<file path="config.mk">
export PLATFORM = sky130hd
export DESIGN_NAME = add_pipe
export DESIGN_NICKNAME = d
export VERILOG_FILES = /design/src/rtl/add_pipe.sv
export SDC_FILE = /design/constraint.sdc
export NUM_CORES = 1
export LEC_CHECK = 0
export BUFFER_PORTS_ARGS = -buffer_cell sky130_fd_sc_hd__buf_2
export CAP_MARGIN = 30
export CORE_ASPECT_RATIO = 0.6
export CORE_UTILIZATION = 62
export DETAILED_ROUTE_END_ITERATION = 8
export HOLD_SLACK_MARGIN = 0.06
export PLACE_DENSITY = 0.87
export SETUP_SLACK_MARGIN = 0.1
export SYNTH_ARGS = -nofsm -noshare
export SYNTH_HDL_FRONTEND = slang
export SYNTH_SLANG_ARGS = --single-unit
</file>
<file path="constraint.sdc">
create_clock -name clk -period 3 [get_ports clk]
set_clock_uncertainty 0.1 [all_clocks]
set_input_delay 0.3 -clock clk [delete_from_list [all_inputs] [get_ports clk]]
set_output_delay 0.3 -clock clk [all_outputs]
set_load 0.01 [all_outputs]
</file>
<file path="src/rtl/add_pipe.sv">
// Pipelined ripple adder: WIDTH-bit A+B+CI split into STAGES slices, one slice per stage,
// with a valid/ready stream interface and global stall. Optional subtract via ADD_PIPE_SUB_EN.
module add_pipe #(
   parameter int WIDTH  = 16,
   parameter int STAGES = 4
) (
   input  logic             clk,
   input  logic             rst_n,
   input  logic             in_valid,
   output logic             in_ready,
   input  logic [WIDTH-1:0] a,
   input  logic [WIDTH-1:0] b,
   input  logic             ci,
`ifdef ADD_PIPE_SUB_EN
   input  logic             sub,
`endif
   output logic             out_valid,
   input  logic             out_ready,
   output logic [WIDTH-1:0] sum,
   output logic             co
);

   localparam int SL = WIDTH / STAGES;

   logic [STAGES-1:0] r_vld;
   logic [STAGES-1:0] r_cy;
   logic [WIDTH-1:0]  r_sum [STAGES];
   logic [WIDTH-1:0]  r_a   [STAGES];
   logic [WIDTH-1:0]  r_b   [STAGES];

   logic              w_adv;
   logic [WIDTH-1:0]  w_bIn;
   logic              w_cIn;
   logic [WIDTH-1:0]  w_aSrc    [STAGES];
   logic [WIDTH-1:0]  w_bSrc    [STAGES];
   logic [WIDTH-1:0]  w_sSrc    [STAGES];
   logic [WIDTH-1:0]  w_sumNext [STAGES];
   logic [STAGES-1:0] w_cSrc;
   logic [STAGES-1:0] w_vSrc;
   logic [STAGES-1:0] w_cyNext;
   logic [SL:0]       w_slice   [STAGES];

   // Subtraction is folded in at the entry: inverted B plus a forced carry-in rides down the pipe.
`ifdef ADD_PIPE_SUB_EN
   always_comb begin
      w_bIn = sub ? ~b : b;
      w_cIn = sub ? 1'b1 : ci;
   end
`else
   always_comb begin
      w_bIn = b;
      w_cIn = ci;
   end
`endif

   always_comb begin
      w_adv     = !r_vld[STAGES-1] | out_ready;
      in_ready  = w_adv;
      out_valid = r_vld[STAGES-1];
      sum       = r_sum[STAGES-1];
      co        = r_cy[STAGES-1];
   end

   always_comb begin
      w_aSrc[0] = a;
      w_bSrc[0] = w_bIn;
      w_sSrc[0] = '0;
      w_cSrc[0] = w_cIn;
      w_vSrc[0] = in_valid;
      for (int k = 1; k < STAGES; k++) begin
         w_aSrc[k] = r_a[k-1];
         w_bSrc[k] = r_b[k-1];
         w_sSrc[k] = r_sum[k-1];
         w_cSrc[k] = r_cy[k-1];
         w_vSrc[k] = r_vld[k-1];
      end
   end

   // Stage k fills in sum slice k; lower slices are already final, upper ones come later.
   always_comb begin
      for (int k = 0; k < STAGES; k++) begin
         w_slice[k]   = {1'b0, w_aSrc[k][k*SL +: SL]} + {1'b0, w_bSrc[k][k*SL +: SL]}
                        + {{SL{1'b0}}, w_cSrc[k]};
         w_sumNext[k] = w_sSrc[k];
         w_sumNext[k][k*SL +: SL] = w_slice[k][SL-1:0];
         w_cyNext[k]  = w_slice[k][SL];
      end
   end

   always_ff @(posedge clk or negedge rst_n) begin
      if (!rst_n) begin
         r_vld <= '0;
         r_cy  <= '0;
         for (int k = 0; k < STAGES; k++) begin
            r_sum[k] <= '0;
            r_a[k]   <= '0;
            r_b[k]   <= '0;
         end
      end else if (w_adv) begin
         r_vld <= w_vSrc;
         r_cy  <= w_cyNext;
         for (int k = 0; k < STAGES; k++) begin
            r_sum[k] <= w_sumNext[k];
            r_a[k]   <= w_aSrc[k];
            r_b[k]   <= w_bSrc[k];
         end
      end
   end

endmodule
</file>
==> results.tsv <==
stage	metric	value	unit
setup_path	Startpoint Class	flip-flop	
setup_path	WP data required	3.10	ns
yosys	Syn Nets	515	
run_status	status	complete, no violations	
yosys	area share of the largest cell type after synthesis	56.5	%
die	FP Rows	22	
global_routing	Overflow after GRT	0	
die	Ports	56	
finish	layout cells sized above 1	14.6	%
die	Die X	109	um
yosys	register area share after synthesis	56.5	%
yosys	register bit total from synthesis	96	
die	Die Y	66.1	um
clock_tree	CTS tree	built	
global_routing	largest net degree at the start of global routing	90	
route	via count	3040	
pwr	maximum vdd drop	0.000581	V
sta	Worst Tran Pin Value	0.855	ns
sta	minimum clock period	1.99	ns
sta	crit share post-route	66.2	%
global_routing	first-pass GRT wire length	13100	um
die	Die ar.	7200	um2
pwr	leak pwr	2.65	nW
yosys	Mapped Area	4250	um2
global_routing	vias in the first global route	2929	
yosys	Syn. warnings	0	
setup_path	Worst Path Class, Setup	reg -> reg	
placement	GPL Wtd Cong	0.740	
yosys	Mapped Cells	458	
yosys	Yosys top cell by area	dfrtp_1	
sta	max-slew violation count	0	
sta	setup ws final	1.01	ns
placement	DP Worst Slack	1.07	ns
finish	Final Non-Filler Cells	596	
route	1st-pass router iterations	4	
sta	unrepaired setup endpoints after global routing	no	
die	initial core utilization	66.8	%
clock_tree	Max clock buf depth	2	
finish	Core Util, Final	76.6	%
placement	port bufs	55	
clock_tree	Worst-path clk slew	0.06	ns
yosys	asr flop ratio synth	100	%
job	Max-Cap Viols	0	
route	vias per inst	5.10	
placement	dpl cells	565	
route	DRT iter0 DRCs	154	
yosys	Synth top cells by count	nand2_1 (237), dfrtp_1 (96), buf_4 (18), a21oi_1 (15), nor2_1 (13)	
finish	final net count	564	
clock_tree	H-tree depth	3	
finish	area delta synth->final	14.6	%
setup_path	worst endpoint data arrival time	2.09	ns
die	Core Area	6360	um2
finish	fin area	4870	um2
sta	Slew HR	43.0	%
route	DRT Wirelength	7730	um
yosys	synth unique cells	19	
sta	# setup viols final	0	
sta	fmax	504	MHz
yosys	EDFF count, synth	0	
route	WL/cell	13.0	um
pwr	Power per Cell Area	1030	nW/um2
clock_tree	post-CTS sizing	0	
finish	antenna cells	0	
yosys	count leader, synth	nand2_1	
clock_tree	clk sinks	96	
min_path	Worst Hold Class	in -> reg	
yosys	post-synthesis average cell area	9.28	um2
yosys	Synth area leaders	dfrtp_1 (57%), nand2_1 (21%), fa_1 (3.8%)	
placement	HPWL Detailed	5070	um
clock_tree	total CTS buffers	9	
placement	Placed Area	4400	um2
sta	Hold Vio Cnt, Final	0	
global_routing	Global Route Usage Sum	24.5	%
global_routing	initial antenna violation count	0	
setup_path	crit end category	flip-flop	
route	Antenna Nets Post-Route	0	
route	DRC	0	
clock_tree	worst-skew pair later-pin latency	0.34	ns
setup_path	crit-path max FO	2	
clock_tree	CTS root buf	clkbuf_16	
sta	sum of negative setup slack	0	ns
yosys	top_reg_cell synth	dfrtp_1	
-- critical path, cell delays in order, from the launching register on --
cell and delay (ns):
dfrtp_1 0.40, fa_1 0.48, fa_1 0.44, a21o_1 0.21, a21oi_1 0.14, a21oi_1 0.07
-- power breakdown --
group	total, mW	internal, mW	switching, mW
Combinational	1.62	0.671	0.945
Clock	1.20	0.752	0.448
Sequential	2.20	1.86	0.340
-- flip-flops by register name (all words and copies together), names as in the netlist --
signal	flops
sum	16
r_sum	24
r_vld	4
r_cy	4
r_b	24
r_a	24
-- kinds of logic (layout without fill, tap and decap cells) --
family	Yosys count	count (layout)	synth area share (%)
xor+xnor	8	8	1.65
compound gates	32	32	4.06
fa+ha+maj	20	20	7.30
simple gates	255	255	23.0
flops	96	96	56.5
buf+inv	47	101	7.45
-- worst paths after layout --
path	cells after the start	slack, ns	from	end
worst max register to register	5	1.01	r_cy[2]	r_cy[3]
max in group asynchronous	3	1.76	rst_n	r_sum[20]
min in group asynchronous	2	0.39	rst_n	r_a[54]
worst max-delay path	5	1.01	r_cy[2]	r_cy[3]
worst min register to register	1	0.35	r_vld[2]	r_vld[3]
worst min-delay path	3	0.07	b[12]	r_b[60]
-- routing by layer --
metal	wire (um)	global-route usage (%)
met2	3750	39.5
met1	3460	32.2
met5	0	0
met4	107	8.78
met3	418	6.80
-- layout make-up --
| type | instances | area [um2] |
|---|---|---|
| sequential | 96 | 2400 |
| multi-input combinational | 315 | 1530 |
| fill | 439 | 1490 |
| timing repair buffer | 75 | 478 |
| clock buffer | 13 | 250 |
| tap | 84 | 105 |
| clock inverter | 3 | 65.1 |
| inverter | 10 | 37.5 |
-- layout by cell type, fill, tap and decap left out, types with 7 or more instances in the layout --
master         count
nand2_1          237
dfrtp_1           96
buf_2             54
a21oi_1           15
dlygate4sd3_1     15
nor2_1            13
o21ai_0           12
ha_1              12
inv_1              9
clkbuf_16          9
fa_1               8
xor2_1             7
-- per-stage QoR --
step | power [mW] | hold slack (ns)
finish | 5.02 | 0.0668
global route | 5.42 | 0.0708
detailed placement | 3.81 | 0.222
floorplan | 3.51 | -0.0956
CTS | 5.05 | 0.0616
global placement | 3.72 | 0.214
-- repair_timing --
| item | 4_1_cts | 5_1_grt |
|---|---|---|
| hold buffers | 15 | 0 |
| endpoints found under the hold margin | 56 | 0 |
| setup endpoints to repair | 0 | 0 |
| buffers inserted | 0 | 0 |
(Power assumes the default switching activity.)
